**config.mk**
```make
export PLATFORM = sky130hd
export DESIGN_NAME = ad_mux_ch_scheduler
export DESIGN_NICKNAME = d
export VERILOG_FILES = /design/src/rtl/ad_mux_ch_scheduler.sv
export SDC_FILE = /design/constraint.sdc
export NUM_CORES = 1
export LEC_CHECK = 0
export CAP_MARGIN = 20
export CELL_PAD_IN_SITES_DETAIL_PLACEMENT = 0
export CELL_PAD_IN_SITES_GLOBAL_PLACEMENT = 2
export CORE_MARGIN = 8
export CORE_UTILIZATION = 33
export CTS_CLUSTER_DIAMETER = 30
export CTS_CLUSTER_SIZE = 16
export DETAILED_ROUTE_END_ITERATION = 8
export HOLD_SLACK_MARGIN = 0.15
export PLACE_DENSITY = 0.79
export SLEW_MARGIN = 20
export SYNTH_ARGS = -nofsm -noshare
export SYNTH_HDL_FRONTEND = slang
export SYNTH_SLANG_ARGS = --single-unit
```
**constraint.sdc**
```tcl
create_clock -name clk -period 9.1 [get_ports clk]
set_input_delay 1.82 -clock clk [delete_from_list [all_inputs] [get_ports clk]]
set_output_delay 1.82 -clock clk [all_outputs]
set_load 0.02 [all_outputs]
```
**src/rtl/ad_mux_ch_scheduler.sv**
```systemverilog
// Channel scan scheduler for the pipelined ad_mux channel selector.
//
// A sample tick (while enabled and with a non-empty mask) latches ch_mask and
// walks its set bits in ascending order, one channel per clock, on ch_sel.
// The sel_* framing tags are then delayed by LATENCY clocks onto out_* so they
// line up with the mux data_out stream.
//
// Ports:
//   clk, rst      - clock, synchronous active-high reset
//   enable        - allows sample_tick to start a scan
//   ch_mask       - channel enable mask, latched at scan start
//   sample_tick   - one-cycle scan request
//   ovf_clr       - clears overflow (a simultaneous set wins)
//   ch_sel        - mux channel select, holds its last value when idle
//   sel_valid/first/last - framing for the current ch_sel
//   out_valid/ch/first/last - framing delayed by LATENCY
//   busy          - a scan is in progress
//   overflow      - sticky, a tick arrived during a scan and was dropped
module ad_mux_ch_scheduler #(
  parameter int unsigned CH_CNT   = 64,
  parameter int unsigned LATENCY  = 2,
  localparam int unsigned CH_SEL_W = $clog2(CH_CNT)
) (
  input  logic                clk,
  input  logic                rst,
  input  logic                enable,
  input  logic [CH_CNT-1:0]   ch_mask,
  input  logic                sample_tick,
  input  logic                ovf_clr,
  output logic [CH_SEL_W-1:0] ch_sel,
  output logic                sel_valid,
  output logic                sel_first,
  output logic                sel_last,
  output logic                out_valid,
  output logic [CH_SEL_W-1:0] out_ch,
  output logic                out_first,
  output logic                out_last,
  output logic                busy,
  output logic                overflow
);

  localparam int unsigned TagW = CH_SEL_W + 3;
  localparam logic [CH_CNT-1:0] MaskOne = CH_CNT'(1);

  typedef enum logic [0:0] {StIdle, StScan} state_e;

  state_e              state_q, state_d;
  logic [CH_CNT-1:0]   mask_q, mask_d;
  logic [CH_SEL_W-1:0] ch_sel_q, ch_sel_d;
  logic                sel_valid_q, sel_valid_d;
  logic                sel_first_q, sel_first_d;
  logic                sel_last_q, sel_last_d;
  logic                overflow_q, overflow_d;

  logic [CH_CNT-1:0]   src_mask;
  logic [CH_CNT-1:0]   cand_mask;
  logic [CH_SEL_W-1:0] next_ch;
  logic                next_last;

  // Index of the lowest set bit (0 when empty).
  function automatic logic [CH_SEL_W-1:0] lowest_set(input logic [CH_CNT-1:0] v);
    logic [CH_SEL_W-1:0] idx;
    idx = '0;
    for (int i = CH_CNT - 1; i >= 0; i--) begin
      if (v[i]) idx = CH_SEL_W'(i);
    end
    return idx;
  endfunction

  // Bits strictly above channel c; the shift-out at the top channel yields 0.
  function automatic logic [CH_CNT-1:0] above(input logic [CH_SEL_W-1:0] c);
    return ~(((MaskOne << c) << 1) - MaskOne);
  endfunction

  // The same encoder serves the scan start (on ch_mask) and the advance
  // (on mask_q above the current channel). Last is known one step ahead so
  // sel_last can be registered together with ch_sel.
  always_comb begin
    src_mask  = (state_q == StIdle) ? ch_mask : mask_q;
    cand_mask = (state_q == StIdle) ? ch_mask : (mask_q & above(ch_sel_q));
    next_ch   = lowest_set(cand_mask);
    next_last = ((src_mask & above(next_ch)) == '0);
  end

  always_comb begin
    state_d     = state_q;
    mask_d      = mask_q;
    ch_sel_d    = ch_sel_q;
    sel_valid_d = 1'b0;
    sel_first_d = 1'b0;
    sel_last_d  = 1'b0;

    case (state_q)
      StIdle: begin
        if (enable && sample_tick && (|ch_mask)) begin
          state_d     = StScan;
          mask_d      = ch_mask;
          ch_sel_d    = next_ch;
          sel_valid_d = 1'b1;
          sel_first_d = 1'b1;
          sel_last_d  = next_last;
        end
      end
      StScan: begin
        if (sel_last_q) begin
          state_d = StIdle;
        end else begin
          ch_sel_d    = next_ch;
          sel_valid_d = 1'b1;
          sel_last_d  = next_last;
        end
      end
      default: state_d = StIdle;
    endcase

    // Set has priority over clear.
    if ((state_q == StScan) && sample_tick) begin
      overflow_d = 1'b1;
    end else if (ovf_clr) begin
      overflow_d = 1'b0;
    end else begin
      overflow_d = overflow_q;
    end
  end

  always_ff @(posedge clk) begin
    if (rst) begin
      state_q     <= StIdle;
      mask_q      <= '0;
      ch_sel_q    <= '0;
      sel_valid_q <= 1'b0;
      sel_first_q <= 1'b0;
      sel_last_q  <= 1'b0;
      overflow_q  <= 1'b0;
    end else begin
      state_q     <= state_d;
      mask_q      <= mask_d;
      ch_sel_q    <= ch_sel_d;
      sel_valid_q <= sel_valid_d;
      sel_first_q <= sel_first_d;
      sel_last_q  <= sel_last_d;
      overflow_q  <= overflow_d;
    end
  end

  assign ch_sel    = ch_sel_q;
  assign sel_valid = sel_valid_q;
  assign sel_first = sel_first_q;
  assign sel_last  = sel_last_q;
  assign busy      = (state_q == StScan);
  assign overflow  = overflow_q;

  // Tag pipeline matching the mux latency.
  logic [TagW-1:0] tag_in;
  logic [TagW-1:0] tag_out;

  assign tag_in = {sel_valid_q, sel_first_q, sel_last_q, ch_sel_q};

  if (LATENCY == 0) begin : g_no_pipe
    assign tag_out = tag_in;
  end else begin : g_pipe
    logic [TagW-1:0] tag_q [LATENCY];

    always_ff @(posedge clk) begin
      if (rst) begin
        for (int i = 0; i < LATENCY; i++) tag_q[i] <= '0;
      end else begin
        tag_q[0] <= tag_in;
        for (int i = 1; i < LATENCY; i++) tag_q[i] <= tag_q[i-1];
      end
    end

    assign tag_out = tag_q[LATENCY-1];
  end

  assign out_valid = tag_out[TagW-1];
  assign out_first = tag_out[TagW-2];
  assign out_last  = tag_out[TagW-3];
  assign out_ch    = tag_out[CH_SEL_W-1:0];

endmodule
```
== Yosys cells after proc, flatten, opt, wreduce, memory -nomap -nowiden ==
Memories as Yosys holds them, arrays and structs flattened.
Index checks and enable logic that the tools add are counted.
Operators by class
  add/subtract/negate cells: 2
  equal/unequal tests: 2
  shift-type cells: 2
  muxes and demuxes: 82
  bitwise gates (word level): 7
  reductions and logical operators: 9
Operators with widths (count)
  $mux 6: 66
  $and 64x64->64: 2
  $mux 64: 2
  $not 64->64: 2
  $sub 64x1->64 const B: 2
  $shl 1x6->63 const A: 2
  $logic_not 64->1: 1
  $reduce_or 64->1: 1
  $mux 9: 2
  $pmux 6 s2: 1
  $mux 1: 9
  $pmux 1 s2: 2
  $reduce_and 2->1: 2
  $logic_and 1x1->1: 3
  $ne 2x1->1 const B: 1
  $ne 2x2->1 const B: 1
  $or 1x1->1: 2
  $reduce_bool 2->1: 1
  $reduce_or 2->1: 1
  $not 1->1: 1
Word-level totals
  register bits: 74
  bits in writable memories: 18
  input bits: 69
  output and inout port bits: 20
  logic and storage cells: 111
  memories kept: 1
Memory list
  g_pipe.tag_q: words 2, bits a word 9, rd ports 2, clocked after memory_dff 0, write ports 2, line 162  | logic [TagW-1:0] tag_q [LATENCY];

== Logic depth before layout (Yosys ltp) ==
  depth in word-level cells: 76
  depth in mapped cells: 31
  mapped depth without buffers: 22

== Worst setup path before layout ==
OpenSTA, ideal clock, no wires.
  path type: reg-to-reg
  start: register ch_sel_q[1] (netlist: ch_sel[1])
  end: register sel_last_q (netlist: sel_last)
  library setup time: 0.060 ns
  data arrival time: 6.423 ns
  slack: 2.617 ns
  stages on the path, launching flop included: 27
  clock period less this slack: 6.483 ns
  cell sequence: dfxtp_1 > buf_6 > or4_4 > buf_2 > or3_1 > ha_1 > or4b_2 > mux2_2 > a31oi_1 > a21boi_0 > o211ai_1 > o221ai_1 > a211oi_2 > and2_1 > nor2b_1 > buf_2 > nand3_1 > ha_1 > clkbuf_1 > nand3_1 > o31ai_2 > buf_6 > or4_1 > a32oi_1 > o31ai_1 > nor4_2 > o2111a_1
On the way
  word-level cells in the longest chain between the ends: 76
  elaborated cells between the ends (all ways): 77
  classes of those cells: add/sub (2); shift (2); mux (68); bitwise (4); reduce/logical (1)
RTL lines
  start: declaration: line 49  | logic [CH_SEL_W-1:0] ch_sel_q, ch_sel_d;
  start signal: assignment: line 138  | ch_sel_q <= ch_sel_d;
  $shl 1x6->63 (*): line 72  | return ~(((MaskOne << c) << 1) - MaskOne);
  $sub 64x1->64 (*): line 72
  $not 64->64 (*): line 72
  $and 64x64->64 (*): line 80  | cand_mask = (state_q == StIdle) ? ch_mask : (mask_q & above(ch_sel_q));
  $mux 64 (*): line 80
  $mux 6 (62 in a row): line 65  | if (v[i]) idx = CH_SEL_W'(i);
  $mux 6 (*) (2 in a row): line 65
  $shl 1x6->63 (*): line 72
  $sub 64x1->64 (*): line 72
  $not 64->64 (*): line 72
  $and 64x64->64 (*): line 82  | next_last = ((src_mask & above(next_ch)) == '0);
  $logic_not 64->1 (*): line 82
  $mux 1, on equally long branches: line 105, 95
  $pmux 1 s2 (*): line 93  | case (state_q)
  end signal: assignment: line 141  | sel_last_q <= sel_last_d;
  end: declaration: line 52  | logic sel_last_q, sel_last_d;
Mark *: on every way between the ends. The rest lies on a longest branch, timed or not.
A chain may end at the register's enable or synchronous reset.

== Worst setup path after layout ==
Ends and elaborated chain as after synthesis.

==> flow_metrics.env <==
export IMPL_status="finished clean"
export IMPL_setup_viol=0
export IMPL_synth_top_family_by_area="simple AND/OR/NAND/NOR gates"
export IMPL_nets=1268
export IMPL_routed_via_density=6.26
export IMPL_critPathTopFamily="simple AND/OR/NAND/NOR gates"
export IMPL_drc=0
export IMPL_io_pin_count=89
export IMPL_grt_pass1_vias=9189
export IMPL_cts_setup_buffers=0
export IMPL_synth_top_area_share=0.215
export IMPL_ys_ff_latch=91
export IMPL_avgSynthCellArea_um2=7.26
export IMPL_clock_latency_ns=0.37
export IMPL_cts_hold_buf=0
export IMPL_maxCapViolCount=0
export IMPL_yosysTopAreaCell="dfxtp_1"
export IMPL_synth_edff_count=0
export IMPL_async_flop_share=0
export IMPL_drv_slew=0
export IMPL_cp_common_cell="buf_4"
export IMPL_place_congestion=0.966
export IMPL_crit_path_max_fanout=25
export IMPL_slew_headroom=0.286
export IMPL_crit_arrival_ns=8.02
export IMPL_syn_area_um2=8470
export IMPL_clock_skew_ns=0.0160
export IMPL_cts_resized=0
export IMPL_hold_viol=0
export IMPL_core_um2=25200
export IMPL_cts_inserted_buffers=9
export IMPL_wl_um=42100
export IMPL_worst_slack_ns=1.39
export IMPL_track_usage=0.264
export IMPL_required_ns=9.42
export IMPL_area_growth_pct=15.8
export IMPL_cts_buffer_depth=2
export IMPL_hold_class="reg -> reg"
export IMPL_dp_cells=1516
export IMPL_rows=58
export IMPL_leakage_nw=3.40
export IMPL_synth_fa_ha_area_frac=0.00296
export IMPL_grt_setup_unrepaired="no"
export IMPL_overflow=0
export IMPL_fmax_mhz=130
export IMPL_synthTopCellsByArea="dfxtp_1, mux2i_1, nor2_1"
export IMPL_end_kind="flip-flop"
export IMPL_finalCritPeriodShare=0.847
export IMPL_grt_pass1_wl_um=61900
export IMPL_die_w_um=176
export IMPL_die_y_um=176
export IMPL_fillers=2709
export IMPL_cp_slowest_cell="or4b_2"
export IMPL_clock_tree_htree_level_count=3
export IMPL_place_area_um2=9500
export IMPL_drtPass1Iterations=6
export IMPL_power_density_nw_per_um2=133
export IMPL_clkSlewWorstSetupHoldPaths_ns=0.09
export IMPL_muxShareOfSynthArea=0.104
export IMPL_cts_tree="yes"
export IMPL_postSynthCellCount=1167
export IMPL_start_kind="flip-flop"
export IMPL_fin_area_um2=9810
export IMPL_die_area_um2=31000
export IMPL_fin_setup_tns_ns=0
export IMPL_ys_seq_area_frac=0.215
export IMPL_cpPeakStageDelay_ns=0.67
export IMPL_vdd_ir_drop_max_mv=0.0774
export IMPL_pre_cts_ws_ns=1.60
export IMPL_path_class="reg -> reg"
export IMPL_fin_cells=1532
export IMPL_diodes=0
export IMPL_grt_max_degree=66
export IMPL_place_hpwl_um=32400
export IMPL_yosys_warnings=0
export IMPL_initial_core_util=0.336
export IMPL_synth_flop_cell="dfxtp_1"
export IMPL_syn_nets=1238
export IMPL_synth_compound_area_frac=0.266
export IMPL_tightest_slew_ns=1.06
export IMPL_synthSimpleGateAreaFrac=0.340
export IMPL_drt_iter0_drc=931
export IMPL_fin_util=0.389
export IMPL_antenna_found_initial=0
export IMPL_synth_xor_area_share=0.0114
export IMPL_crit_buf_inv=3
export IMPL_portBuffers=88
export IMPL_clock_sinks=91
export IMPL_layout_drive_gt1_share=0.0749
export IMPL_routedWlPerCell_um=27.5
export IMPL_root_buffer="clkbuf_16"
export IMPL_yosysUniqueCellTypes=96
export IMPL_drtAntennaViolNets=0
export IMPL_post_route_min_period_ns=7.71
export IMPL_vias=9584
==> per-layer routing <==
metal  routed length (um)  track usage  share of wire
met2                18100        0.403           0.43
met5                    0            0              0
met1                18500        0.356           0.44
met4                 2160        0.130          0.051
met3                 3290       0.0421          0.078
==> worst reg2reg max path: cells and delay by family, from the launching register on <==
family	cells	cell delay (ns)
AO/OA/AOI/OAI	8	2.23
adder cells (fa/ha/maj)	2	0.69
flip-flops	1	0.33
XOR/XNOR	1	0.16
buffers and inverters	3	0.86
multiplexers	1	0.31
AND/OR/NAND/NOR	10	3.07
==> placed cells by master, fill, tap and decap left out, drive strengths merged, types with 6 or more instances in the layout <==
cell / Yosys / routed
o21ai: 46 / 46
o211ai: 13 / 13
mux2i: 82 / 82
or3: 14 / 14
o221ai: 7 / 7
and3: 6 / 6
inv: 15 / 17
clkinv: 2 / 7
nand2b: 20 / 20
or2: 11 / 11
nor2b: 58 / 58
a21boi: 7 / 7
o31ai: 15 / 15
a21o: 10 / 10
a31oi: 28 / 28
dfxtp: 91 / 91
nor2: 145 / 145
a221oi: 8 / 8
buf: 53 / 24
nor3: 37 / 37
nand3: 34 / 34
nand4: 17 / 17
and2: 17 / 17
o22ai: 11 / 11
nor3b: 6 / 6
a21oi: 71 / 71
clkdlybuf4s50: 0 / 87
o311ai: 8 / 8
xor2: 6 / 6
a31o: 7 / 7
nand2: 118 / 118
nor4: 35 / 35
a211oi: 14 / 14
clkbuf: 39 / 9
o31a: 8 / 8
a32oi: 6 / 6
==> kinds of logic (layout without fill, tap and decap cells) <==
logic type      count (synthesis)  in the layout
mux                            87             87
flops                          91             91
xor+xnor                       11             11
buf+inv                       109            144
fa+ha+maj                       2              2
simple gates                  552            552
compound gates                315            315
==> Yosys cell counts, types with 6 or more instances <==
cell,number
a211oi_1,12
a21boi_0,7
a21o_1,10
a21oi_1,71
a221oi_1,8
a31o_2,7
a31oi_1,28
a32oi_1,6
and2_1,17
and3_1,6
buf_1,6
buf_2,34
buf_4,10
clkbuf_1,38
dfxtp_1,91
inv_1,14
mux2i_1,82
nand2_1,116
nand2b_1,20
nand3_1,34
nand4_1,17
nor2_1,145
nor2b_1,58
nor3_1,36
nor3b_1,6
nor4_1,31
o211ai_1,13
o21ai_0,43
o221ai_1,7
o22ai_1,11
o311ai_0,7
o31a_1,8
o31ai_1,12
or2_2,9
or3_1,14
xor2_1,6
==> final cells by class <==
| class | instances | area (um2) | share of cell area |
|---|---|---|---|
| Timing Repair Buffer | 111 | 1050 | 0.107 |
| Multi-Input combinational cell | 967 | 6150 | 0.627 |
| Sequential cell | 91 | 1830 | 0.186 |
| Clock buffer | 9 | 225 | 0.0230 |
| Clock inverter | 7 | 81.3 | 0.00829 |
| Inverter | 17 | 63.8 | 0.00651 |
| Tap cell | 330 | 413 | 0.0421 |
==> registers in the layout, indices dropped and copies added, names as in the netlist <==
signal and flops:
ch_sel 6, mask_q 63, sel_valid 1, sel_first 1, g_pipe.tag_q 18, sel_last 1
overflow 1
==> stage by stage <==
step	hold slack, ns	total power (W)
final	0.438	0.00130
after global routing	0.453	0.00136
after CTS	0.444	0.00130
after detailed placement	0.422	0.000887
after global placement	0.419	0.000892
after floorplan	0.414	0.000721
==> worst paths after layout <==
kind / startpoint / to / slack [ns] / cells after the start
worst max-delay path: ch_sel[1] / sel_last / 1.39 / 25
worst max register to register: ch_sel[1] / sel_last / 1.39 / 25
worst min register to register: g_pipe.tag_q[0][2] / g_pipe.tag_q[0][11] / 0.44 / 1
worst min-delay path: g_pipe.tag_q[0][2] / g_pipe.tag_q[0][11] / 0.44 / 1
==> where the power goes <==
group | switching [W] | total (W) | leakage [nW] | internal [W]
sequential | 0.0000190 | 0.000434 | 0.742 | 0.000415
combinational | 0.000293 | 0.000457 | 2.51 | 0.000164
clock | 0.000214 | 0.000410 | 0.149 | 0.000196
total | 0.000526 | 0.00130 | 3.40 | 0.000775
Note: power is estimated with default switching activity, not from simulation.
